--- src/rtl/decode_execute_reg.sv ---
// Decode->Execute pipeline register with load-use stall detection, branch flush
// strobes and saturating bubble/flush event counters.
module decode_execute_reg #(
  parameter int XLEN  = 32,
  parameter int CNT_W = 16
) (
  input  logic             clk,
  input  logic             rst,
  input  logic [4:0]       RS1_D,
  input  logic [4:0]       RS2_D,
  input  logic [4:0]       RD_D,
  input  logic [XLEN-1:0]  RD1_D,
  input  logic [XLEN-1:0]  RD2_D,
  input  logic [XLEN-1:0]  Imm_Ext_D,
  input  logic [XLEN-1:0]  PC_D,
  input  logic [XLEN-1:0]  PCPlus4_D,
  input  logic             RegWriteD,
  input  logic             MemWriteD,
  input  logic             ALUSrcD,
  input  logic             BranchD,
  input  logic             JumpD,
  input  logic [1:0]       ResultSrcD,
  input  logic [2:0]       ALUControlD,
  input  logic             ValidD,
  input  logic             PCSrcE,
  input  logic             ExtStall,
  output logic [4:0]       RS1_E,
  output logic [4:0]       RS2_E,
  output logic [4:0]       RD_E,
  output logic [XLEN-1:0]  RD1_E,
  output logic [XLEN-1:0]  RD2_E,
  output logic [XLEN-1:0]  Imm_Ext_E,
  output logic [XLEN-1:0]  PC_E,
  output logic [XLEN-1:0]  PCPlus4_E,
  output logic             RegWriteE,
  output logic             MemWriteE,
  output logic             ALUSrcE,
  output logic             BranchE,
  output logic             JumpE,
  output logic [1:0]       ResultSrcE,
  output logic [2:0]       ALUControlE,
  output logic             ValidE,
  output logic             StallF,
  output logic             StallD,
  output logic             FlushD,
  output logic [CNT_W-1:0] BubbleCnt,
  output logic [CNT_W-1:0] FlushCnt
);

  localparam logic [CNT_W-1:0] CNT_MAX = '1;

  logic             lw_stall;
  logic             flush_e;
  logic [CNT_W-1:0] bubble_cnt_next;
  logic [CNT_W-1:0] flush_cnt_next;

  // A load in E whose destination feeds the instruction waiting in D.
  assign lw_stall = ValidE & RegWriteE & (ResultSrcE == 2'b01) & (RD_E != 5'd0) &
                    ValidD & ((RS1_D == RD_E) | (RS2_D == RD_E));

  assign StallF  = lw_stall | ExtStall;
  assign StallD  = lw_stall | ExtStall;
  assign FlushD  = PCSrcE & ~ExtStall;
  assign flush_e = (lw_stall | PCSrcE) & ~ExtStall;

  always_comb begin
    bubble_cnt_next = BubbleCnt;
    flush_cnt_next  = FlushCnt;
    if (lw_stall && (BubbleCnt != CNT_MAX)) bubble_cnt_next = BubbleCnt + 1'b1;
    if (PCSrcE && (FlushCnt != CNT_MAX))    flush_cnt_next  = FlushCnt + 1'b1;
  end

  always_ff @(posedge clk) begin
    if (!rst) begin
      RS1_E       <= '0;
      RS2_E       <= '0;
      RD_E        <= '0;
      RD1_E       <= '0;
      RD2_E       <= '0;
      Imm_Ext_E   <= '0;
      PC_E        <= '0;
      PCPlus4_E   <= '0;
      RegWriteE   <= 1'b0;
      MemWriteE   <= 1'b0;
      ALUSrcE     <= 1'b0;
      BranchE     <= 1'b0;
      JumpE       <= 1'b0;
      ResultSrcE  <= '0;
      ALUControlE <= '0;
      ValidE      <= 1'b0;
      BubbleCnt   <= '0;
      FlushCnt    <= '0;
    end else if (ExtStall) begin
      // Whole E stage and counters are frozen.
    end else if (flush_e) begin
      // Bubble clears indices too so forwarding can never match it.
      RS1_E       <= '0;
      RS2_E       <= '0;
      RD_E        <= '0;
      RD1_E       <= '0;
      RD2_E       <= '0;
      Imm_Ext_E   <= '0;
      PC_E        <= '0;
      PCPlus4_E   <= '0;
      RegWriteE   <= 1'b0;
      MemWriteE   <= 1'b0;
      ALUSrcE     <= 1'b0;
      BranchE     <= 1'b0;
      JumpE       <= 1'b0;
      ResultSrcE  <= '0;
      ALUControlE <= '0;
      ValidE      <= 1'b0;
      BubbleCnt   <= bubble_cnt_next;
      FlushCnt    <= flush_cnt_next;
    end else begin
      RS1_E       <= RS1_D;
      RS2_E       <= RS2_D;
      RD_E        <= RD_D;
      RD1_E       <= RD1_D;
      RD2_E       <= RD2_D;
      Imm_Ext_E   <= Imm_Ext_D;
      PC_E        <= PC_D;
      PCPlus4_E   <= PCPlus4_D;
      RegWriteE   <= RegWriteD;
      MemWriteE   <= MemWriteD;
      ALUSrcE     <= ALUSrcD;
      BranchE     <= BranchD;
      JumpE       <= JumpD;
      ResultSrcE  <= ResultSrcD;
      ALUControlE <= ALUControlD;
      ValidE      <= ValidD;
    end
  end

endmodule

--- config.mk ---
export PLATFORM = sky130hd
export DESIGN_NAME = decode_execute_reg
export DESIGN_NICKNAME = d
export VERILOG_FILES = /design/src/rtl/decode_execute_reg.sv
export SDC_FILE = /design/constraint.sdc
export NUM_CORES = 1
export LEC_CHECK = 0
export ABC_AREA = 0
export CORE_ASPECT_RATIO = 0.5
export CORE_MARGIN = 3
export CORE_UTILIZATION = 39
export CTS_CLUSTER_SIZE = 16
export DETAILED_ROUTE_END_ITERATION = 10
export PLACE_DENSITY = 0.8
export SLEW_MARGIN = 30
export SYNTH_ARGS = -nofsm -noshare
export SYNTH_HDL_FRONTEND = slang
export SYNTH_SLANG_ARGS = --single-unit
--- constraint.sdc ---
create_clock -name clk -period 2.8 [get_ports clk]
set_clock_uncertainty 0.05 [all_clocks]
set_input_delay 0.7 -clock clk [delete_from_list [all_inputs] [get_ports clk]]
set_output_delay 0.7 -clock clk [all_outputs]
set_load 0.01 [all_outputs]
==> parameters.txt <==
Parameter                              Value

CTS
  Max Buffers Root-to-Sink    3
  Maximum level of the CTS H-tree    1
  Clock root cell    clkbuf_16
  Cts bufs inserted    20
  Post-CTS clock slew at the launch and capture registers of the worst setup and hold paths    0.06 ns
  Total number of clock tree sinks    218
  Number of hold-repair buffers added at the cts stage    0
  Clock latency at the later pin of the worst-skew pair    0.50 ns
  TritonCTS clock tree    yes

Route
  Post-route DRC    0
  Router iterations before antenna repair    5
  Routed WL per cell    20.18 um
  DRC marker count from the first detailed-route iteration    337
  Via count    approximately 7000
  Post-DRT Antenna Nets    0
  Detailed-route vias per instance    5.216
  Total wirelength of the detailed-routed design    approximately 26 mm

Place
  Worst setup timing slack at the placement stage    -0.5485 ns
  Number of buffers inserted by port buffering    around 400
  Detail Placement HPWL    19.86 mm
  Routability cong.    between 0.8 and 0.9
  Placed cell count    approximately 1300

Finish
  Diodes inserted    0
  Leading cell type in the layout, fill and taps excluded    clkdlybuf4s50_1
  Proportion of layout cells with a drive suffix above 1    0.07109
  Net count of the finished layout    1235
  Fill cell total of the finished layout    1367
  Number of standard cells in the final layout excluding fillers    around 1300
  Signed area change from the synthesized netlist to the final layout    69.01%
  Commonest non-fill, non-tap cells in the layout    401 x clkdlybuf4s50_1, 215 x dfxtp_1, 186 x a22o_1, 21 x nand2_1, 21 x buf_4

Timing
  Period minus WS final    approximately 2.7 ns
  Top achievable clock speed    between 300 and 400 MHz
  Final count of negative-setup-slack endpoints    0
  Tightest Pin Transition    between 0.7 and 0.8 ns
  Rel. slew slack    0.4644
  Setup repair after global routing missed its margin    false
  Final setup margin    about 0.083 ns
  Final-report hold violation count    0
  Final number of max-transition violations    0
  Final Cycle Share    0.9703

Die
  Die width    201.0 um
  Placeable core area    17990 um^2
  Initial standard-cell utilization of the core    0.4121
  Overall die area    around 21000 um^2
  Boundary pin count    between 400 and 500
  Cell Rows    34
  Vertical die dimension    103.5 um

Global route
  Overall routing resource usage    0.2428
  Total grt overflow    0
  Antenna violations before repair    0
  First-pass GRT wire length    approximately 41 mm
  Largest net degree at the start of global routing    62
  Number of global-route vias before repair    7030

Synthesis
  Largest area contributor in the synthesized netlist    dfxtp_1
  Synth warnings    0
  Post-synth top area share    0.5885
  Number of register bits inferred by synthesis    218
  Number of library cell types mapped by synthesis    38
  Fraction of synthesis flops using an asynchronous set or reset pin    0
  Seq/Total Area, Yosys    0.5885
  Number of synthesized flops with an enable pin    0
  Post-synthesis cell count    between 600 and 700
  Cell area after synthesis    around 7400 um^2
  Top area cells in the synthesized netlist    dfxtp_1 59%, a22o_1 22%, buf_6 2.4%
  Syn avg cell area    about 12 um^2
  Synthesized netlist net count    825
  Most used DFF post-synth    dfxtp_1

Power
  Internal portion of total power    roughly 5300 uW
  Leakage power of the design    0.004798 uW
  Power, Total    slightly below 7000 uW
  Part of the power in the clock network    0.401
  Switching share of total power    0.2279
  Logic pwr share    0.120
  Worst vdd ir    ~0.39 mV
  Power Dens Cells    roughly 550 nW/um^2
  Sequential share of power    0.479
  Power dissipated by switching net loads    1557 uW

Worst setup path
  Critical path required time    approximately 2.1 ns
  Worst EP arrival    1.97 ns
  Nature of the critical path startpoint    primary input
  Classification of the worst setup path    in2out
  Maximum fanout count along the critical path    2
  Type of destination of the critical path    output pin

Min path
  Class of the most critical hold timing path    reg2reg

Job
  Number of violations of the max-capacitance limit    0

Run status
  Result of the run    finished clean
==> power by group through the flow <==
stage / Clock, uW / Combinational [uW] / Sequential [uW]
after floorplan: 0 / 198 / 3380
after global placement: 0 / 801 / 3340
after detailed placement: 0 / 814 / 3340
after CTS: 2800 / 824 / 3270
after global routing: 2920 / 868 / 3280
final: 2740 / 820 / 3270
==> registers in the layout (all words and copies together), names as in the netlist, 2 cells and up <==
signal	flops
FlushCnt	16
RS2_E	5
RD_E	5
BubbleCnt	16
RS1_E	5
ResultSrcE	2
ALUControlE	3
Imm_Ext_E	32
PCPlus4_E	32
RD1_E	32
RD2_E	32
PC_E	32
==> layer usage <==
layer,routed length [um],vias up,global-route usage
li1,-,3230,-
met1,10510,3299,0.2883
met2,13620,234,0.4374
met3,1446,54,0.05639
met4,797,0,0.07461
met5,0,-,0
==> final cells by class <==
class	count	area, um^2	share of cell area
Sequential cell	218	4373	0.3489
Multi-Input combinational cell	361	2768	0.2208
Timing Repair Buffer	438	4407	0.3516
Clock buffer	28	580.6	0.04632
Inverter	4	15.01	0.001198
Tap cell	252	315.3	0.02516
Clock inverter	6	75.07	0.005990
==> through the flow <==
step                area, um^2  utilization  TNS [ns]  hold slack, ns
CTS                      12520       0.6959         0          0.4324
global route             12530       0.6965         0          0.4327
finish                   12530       0.6965         0          0.4258
detailed placement       11810       0.6565    -29.29          0.4124
global placement         11810       0.6565    -26.61          0.4099
floorplan                 7416            -         0          0.4361
==> critical path: stages <==
cell	delay [ns]
clkdlybuf4s50_1	0.50
xor2_1	0.19
nor3_2	0.07
a22oi_2	0.24
o21ai_2	0.13
buf_6	0.14
==> logic make-up after synthesis <==
group / count (synthesis) / synth area share
AOI/OAI and AO/OA: 225 / 0.2538
DFF: 218 / 0.5885
and+or+nand+nor: 111 / 0.08115
buffers and inverters: 54 / 0.04522
xor gates and xnor gates: 18 / 0.02126
muxes: 5 / 0.006749
adders and majority gates: 2 / 0.003374
==> synth_stat cells (all sizes together), types with 2 or more instances <==
| cell type | count |
|---|---|
| ha | 2 |
| o211a | 2 |
| nand2 | 21 |
| inv | 3 |
| xor2 | 11 |
| and3 | 5 |
| buf | 24 |
| nor2b | 2 |
| nand4 | 9 |
| or4 | 8 |
| or3 | 8 |
| nor3 | 12 |
| nor2 | 18 |
| o31ai | 6 |
| a22o | 186 |
| nand3 | 11 |
| and2 | 3 |
| clkbuf | 26 |
| o21ai | 10 |
| mux2i | 5 |
| nand2b | 4 |
| o211ai | 2 |
| a31oi | 2 |
| a21oi | 14 |
| xnor2 | 7 |
| dfxtp | 218 |
| and4 | 5 |
==> path summary, 6_finish.rpt <==
kind	cells past startpoint	start	slack, ns	endpoint
max	6	RS2_D[1]	0.08	StallD
min	1	RD1_E[22]	0.43	RD1_E[22]
max reg2reg	7	RD_E[1]	0.48	RD1_E[20]
min reg2reg	1	RD1_E[22]	0.43	RD1_E[22]
==> timing repair <==
action / CTS / global route
setup endpoints to repair: 2 / 3
buffers inserted: 3 / 0
pin swaps: 6 / 4
gates resized for setup: 26 / 4
No activity file was read; power rests on OpenSTA's default activity.
